**src/rtl/mem_access_stage.sv**
```systemverilog
// Memory-access stage: issues one word load/store per instruction to the cache
// over a req/ready handshake, stalling upstream until the cache responds or times out.
module mem_access_stage #(
  parameter int DATA_WIDTH     = 32,
  parameter int ADDR_WIDTH     = 32,
  parameter int TIMEOUT_CYCLES = 16,
  parameter int CNT_WIDTH      = 5
) (
  input  logic                  clk,
  input  logic                  rst,
  input  logic [ADDR_WIDTH-1:0] ALUResult,
  input  logic [DATA_WIDTH-1:0] WriteData,
  input  logic                  MemRead,
  input  logic                  MemWrite,
  input  logic                  CacheReady,
  input  logic [DATA_WIDTH-1:0] CacheRData,
  output logic                  CacheReq,
  output logic                  CacheWE,
  output logic [ADDR_WIDTH-1:0] CacheAddr,
  output logic [DATA_WIDTH-1:0] CacheWData,
  output logic                  Stall,
  output logic [DATA_WIDTH-1:0] ReadData,
  output logic                  DataValid,
  output logic                  MisalignedFault,
  output logic                  BusError
);

  typedef enum logic [1:0] {IDLE, REQ, DONE, ERR} state_t;

  localparam logic [CNT_WIDTH-1:0] CNT_LAST = CNT_WIDTH'(TIMEOUT_CYCLES - 1);

  state_t               state, state_nxt;
  logic [CNT_WIDTH-1:0] cnt, cnt_nxt;
  logic                 acc, aligned, accept;

  assign acc     = MemRead | MemWrite;
  assign aligned = (ALUResult[1:0] == 2'b00);
  assign accept  = (state == IDLE) && acc && aligned;

  // Misaligned accesses are rejected without a request, so they never stall.
  assign Stall           = accept || (state == REQ);
  assign MisalignedFault = (state == IDLE) && acc && !aligned;

  always_comb begin
    state_nxt = state;
    cnt_nxt   = cnt;
    case (state)
      IDLE: begin
        if (accept) begin
          state_nxt = REQ;
          cnt_nxt   = '0;
        end
      end
      REQ: begin
        // A ready response on the final timeout cycle still completes the access.
        if (CacheReady)
          state_nxt = DONE;
        else if (cnt == CNT_LAST)
          state_nxt = ERR;
        else
          cnt_nxt = cnt + 1'b1;
      end
      DONE:    state_nxt = IDLE;
      ERR:     state_nxt = IDLE;
      default: state_nxt = IDLE;
    endcase
  end

  always_ff @(posedge clk or posedge rst) begin
    if (rst) begin
      state      <= IDLE;
      cnt        <= '0;
      CacheReq   <= 1'b0;
      CacheWE    <= 1'b0;
      CacheAddr  <= '0;
      CacheWData <= '0;
      ReadData   <= '0;
      DataValid  <= 1'b0;
      BusError   <= 1'b0;
    end else begin
      state     <= state_nxt;
      cnt       <= cnt_nxt;
      CacheReq  <= (state_nxt == REQ);
      DataValid <= (state_nxt == DONE);
      BusError  <= (state_nxt == ERR);
      if (accept) begin
        CacheAddr  <= ALUResult;
        CacheWData <= WriteData;
        CacheWE    <= MemWrite;
      end
      if ((state == REQ) && CacheReady && !CacheWE)
        ReadData <= CacheRData;
    end
  end

endmodule

```
**config.mk**
```make
export PLATFORM = sky130hd
export DESIGN_NAME = mem_access_stage
export DESIGN_NICKNAME = d
export VERILOG_FILES = /design/src/rtl/mem_access_stage.sv
export SDC_FILE = /design/constraint.sdc
export NUM_CORES = 1
export LEC_CHECK = 0
export ABC_AREA = 0
export CORE_ASPECT_RATIO = 1.75
export CORE_MARGIN = 1.5
export CORE_UTILIZATION = 36
export CTS_CLUSTER_DIAMETER = 60
export CTS_CLUSTER_SIZE = 20
export DETAILED_ROUTE_END_ITERATION = 8
export GPL_TIMING_DRIVEN = 1
export PLACE_DENSITY = 0.72
export SLEW_MARGIN = 10
export SYNTH_ARGS = -nofsm -noshare
export SYNTH_HDL_FRONTEND = slang
export SYNTH_SLANG_ARGS = --single-unit
export TNS_END_PERCENT = 5
```
**constraint.sdc**
```tcl
create_clock -name clk -period 3 [get_ports clk]
set_input_delay 0.3 -clock clk [delete_from_list [all_inputs] [get_ports clk]]
set_output_delay 0.3 -clock clk [all_outputs]
set_load 0.05 [all_outputs]
```
=== Word-level counts from Yosys, hierarchy flattened ===
Index checks and enable logic that the tools add are counted.

* Flip-flop bits (word level): 107
* Latch bits: 0
* RAM bits: 0
* Memory bits (read-only): 0
* Bits of input ports: 101
* Output and inout bits: 102
* Logic and storage cells: 42
* Memories kept: 0

* $add $sub $neg: 1
* Multiply operators: 0
* Div/mod/pow operators: 0
* $lt $le $gt $ge: 0
* Eq/ne operators: 10
* Shift-type cells: 0
* Muxes and demuxes: 8
* Bitwise logic cells: 1
* Reduce and logical (&&, ||, !) cells: 13

{| class="wikitable"
|+ Operators by type and width
! cell !! count
|-
| $mux 5 || 3
|-
| $pmux 5 s2 || 1
|-
| $eq 2x2->1 const B || 4
|-
| $mux 2 || 3
|-
| $ne 2x2->1 const B || 3
|-
| $pmux 2 s3 || 1
|-
| $add 5x1->5 const B || 1
|-
| $eq 5x4->1 const B || 1
|-
| $logic_and 1x1->1 || 5
|-
| $eq 2x1->1 const B || 2
|-
| $logic_not 2->1 || 2
|-
| $reduce_and 4->1 || 1
|-
| $logic_not 1->1 || 2
|-
| $reduce_bool 2->1 || 1
|-
| $reduce_or 2->1 || 1
|-
| $logic_or 1x1->1 || 1
|-
| $or 1x1->1 || 1
|}

=== Longest topological paths before layout ===
* Depth after elaboration: 6
* Depth in mapped cells: 7

=== Worst setup path before layout ===
Ideal clock, no wire load.

* Kind: register to output
* Start point: reg state[0]
* End point: out MisalignedFault
* Arrival time: 1.790 ns
* Required time: 2.700 ns
* Setup slack: 0.910 ns
* Cell stages (with the launch flop): 3
* Path buffers: 0
* Path through: dfrtp_1 > or2_1 > nor3b_1

* Cells in the longest elaborated chain, start to end: 3

{| class="wikitable"
|+ Ends and longest elaborated chain
! item !! line !! text
|-
| start: declaration || 32 || <nowiki>state_t state, state_nxt;</nowiki>
|-
| start signal: assignment || 81 || <nowiki>state <= state_nxt;</nowiki>
|-
| $logic_not 2->1 || 42 || <nowiki>assign MisalignedFault = (state == IDLE) && acc && !aligned;</nowiki>
|-
| $logic_and 1x1->1 (2 in a row) || 42 ||
|-
| end: declaration || 24 || <nowiki>output logic MisalignedFault,</nowiki>
|}

Every way passes these cells.

=== Worst setup path after layout ===
* Start point: reg state[0]
* End point: out Stall

* Cells in the longest elaborated chain, start to end: 4
* Elaborated cells on any way between the ends: 5
* Classes of those cells: eq/ne (1); reduce/logical (4)

{| class="wikitable"
|+ Ends and longest elaborated chain
! item !! line !! text
|-
| $logic_not 2->1 || 38 || <nowiki>assign accept = (state == IDLE) && acc && aligned;</nowiki>
|-
| $logic_and 1x1->1 (2 in a row) || 38 ||
|-
| $logic_or 1x1->1 (*) || 41 || <nowiki>assign Stall = accept || (state == REQ);</nowiki>
|-
| end: declaration || 21 || <nowiki>output logic Stall,</nowiki>
|}

Every way passes the cells marked *; elsewhere a longest branch is shown, timed or not.

==> impl_metrics.csv <==
group,metric,value,unit
logic_synthesis,yosys_warnings,0,
run,cap_violations,0,
routing,routed_wire_length_per_instance,16.8,um
sta,hold_viol,0,
clocking,cts_tree,"done",
global_routing,antenna_found_initial,0,
final_layout,final_cell_mix,"201 x clkdlybuf4s50_1, 107 x dfrtp_1, 94 x mux2_2",
final_layout,seqCellArea,0.00268,mm^2
floorplanning,num_rows,51,
placed_design,portBuffers,202,
sta,fmax,422,MHz
final_layout,post-route-util,59.4,%
sta,rsz0062_at_grt,"no",
floorplanning,die_w,83.7,um
worst_setup_path,worstPathCellList,"or2_1, or3_2, nand2_1, buf_12",
logic_synthesis,syn_avg_cell_area,16.3,um^2
floorplanning,io_pins,203,
sta,fin_crit,2370,ps
routing,vias_per_cell,4.76,
clocking,numCtsBuffers,9,
global_routing,grt_max_degree,67,
final_layout,area_delta_synth_final,60.7,%
final_layout,multi_input_area,0.00131,mm^2
pwr,p_per_area,1040,mW/mm^2
worst_setup_path,cp-start-kind,"register",
sta,clock-skew-final,8.64,ps
logic_synthesis,ys_ff_latch,107,
hold_path,hp-class,"in2async",
clocking,clockBufferDepth,2,
clocking,cts-resized-gates,0,
routing,dr.pass1.iters,2,
routing,detail-route-antenna-nets,0,
clocking,clk_latency,350,ps
clocking,cts.sinks,107,
sta,whs,385,ps
floorplanning,dieHeight,144,um
logic_synthesis,synthCells,252,
global_routing,grt_pass1_wl,15500,um
placed_design,hpwl,7520,um
floorplanning,die-area,0.0121,mm^2
sta,setup_tns,0,ps
clocking,htreeDepth,3,
final_layout,fin_nets,559,
worst_setup_path,critPathMaxStageDelay,700,ps
sta,tightest_slew,561,ps
clocking,post_cts.repair.setup_buffers,0,
floorplanning,coreArea,0.0111,mm^2
logic_synthesis,syn_nets,355,
logic_synthesis,seq_area_frac_synth,65.3,%
final_layout,fillerInstances,935,
floorplanning,initial_core_util,37.0,%
routing,via_count,2824,
sta,finalSetupViolations,0,
clocking,clkSlewWorstSetupHoldPaths,70,ps
worst_setup_path,crit_arrival,2070,ps
routing,routed_wl,9990,um
global_routing,grt_usage,16.6,%
logic_synthesis,synth.distinct_cells,30,
status,status,"finished, final reports clean",
global_routing,grt_overflow,0,
clocking,cts_hold_buf,0,
logic_synthesis,syn_area,0.00410,mm^2
final_layout,drive_gt1_share,25.8,%
worst_setup_path,cp-end-kind,"output port",
worst_setup_path,criticalPathCategory,"reg2out",
pwr,ir_worst_vdd,634,uV
global_routing,grt_pass1_vias,3078,
routing,drt_iter0_markers,64,
worst_setup_path,cp_slowest_cell,"or3_2",
worst_setup_path,path_max_fanout,20,
final_layout,final_common_cell,"clkdlybuf4s50_1",
sta,slew_headroom,62.5,%
final_layout,antenna_cells,0,
pwr,leakagePower,2.76,nW
placed_design,gp_congestion,0.724,
sta,slew_violations,0,
sta,period_share,78.9,%
routing,drc_errors,0,
clocking,root_buffer,"clkbuf_16",
worst_setup_path,crit_required,2700,ps
[synth_stat cells, drive strengths merged]
cell	instances	area (um^2)
a22o	1	8.76
a311o	1	10.0
a31o	1	8.76
and2	3	18.8
and3	2	12.5
buf	11	101
clkbuf	2	7.51
dfrtp	107	2680
ha	2	25.0
inv	4	15.0
mux2	95	1070
mux2i	1	10.0
nand2	1	3.75
nand2b	2	12.5
nand3	1	5.00
nand4b	1	8.76
nor2	5	18.8
nor3	2	15.0
nor3b	2	15.0
nor4b	1	8.76
o21ai	1	5.00
o221ai	1	8.76
o31ai	1	7.51
or2	2	12.5
or3	1	6.26
or4b	1	10.0
[per-stage QoR]
step / cell area, um^2 / power [mW] / std cells / worst slack, ps
after detailed placement: 6270 / 5.64 / 577 / 553
after global routing: 6590 / 7.14 / 593 / 514
after global placement: 6270 / 5.57 / 577 / 570
final: 6590 / 6.85 / 593 / 632
after CTS: 6590 / 6.93 / 593 / 584
after floorplan: 4110 / 4.37 / 252 / 910
[report_power, final]
part | switching, mW | leakage (nW) | internal, mW
logic | 2.14 | 1.32 | 1.27
clock network | 0.538 | 0.156 | 0.738
registers | 0.244 | 1.29 | 1.92
total | 2.92 | 2.76 | 3.93
[worst max-delay path, delay by kind of cell (launching register included)]
family	cells	cell delay, ps
and+or+nand+nor	3	1180
buffers and inverters	1	150
DFF	1	400
[worst paths after layout]
check	start	endpoint	slack [ps]	cells past startpoint
worst max-delay path	state[0]$_DFF_PP0_	Stall	630	4
worst min-delay path	rst	CacheAddr[7]$_DFFE_PP0P_	380	3
worst max register to register	cnt[0]$_DFFE_PP0P_	cnt[1]$_DFFE_PP0P_	800	6
worst min register to register	CacheAddr[1]$_DFFE_PP0P_	CacheAddr[1]$_DFFE_PP0P_	500	1
max in group asynchronous	rst	ReadData[6]$_DFFE_PP0P_	2270	3
min in group clk	CacheAddr[1]$_DFFE_PP0P_	CacheAddr[1]$_DFFE_PP0P_	500	1
[per-layer routing]
layer	vias to the layer above	share of wire [%]	track usage, %
li1	1286	-	-
met1	1402	35	17.3
met2	116	56	30.8
met3	20	6.3	4.62
met4	0	2.8	7.33
met5	-	0	0
[layout make-up]
cell class | count | area share (%)
Clock inverter | 7 | 1.50
Tap cell | 132 | 2.50
Inverter | 4 | 0.285
Clock buffer | 9 | 3.42
Sequential cell | 107 | 40.6
Multi-Input combinational cell | 128 | 19.8
Timing Repair Buffer | 206 | 31.8
[kinds of logic (layout without fill, tap and decap cells)]
logic type      count (synthesis)  in the layout  synth area share, %
compound gates                  6              6                 1.19
flops                         107            107                 65.3
simple gates                   24             24                 3.60
fa+ha+maj                       2              2                0.610
buf+inv                        17            226                 3.02
mux                            96             96                 26.3
[sequential cells by signal, summed over array words and instances (netlist names)]
name	count
CacheWE	1
ReadData	32
cnt	5
state	2
DataValid	1
BusError	1
CacheWData	32
CacheAddr	32
CacheReq	1
Power figures use the tool's default switching activity.
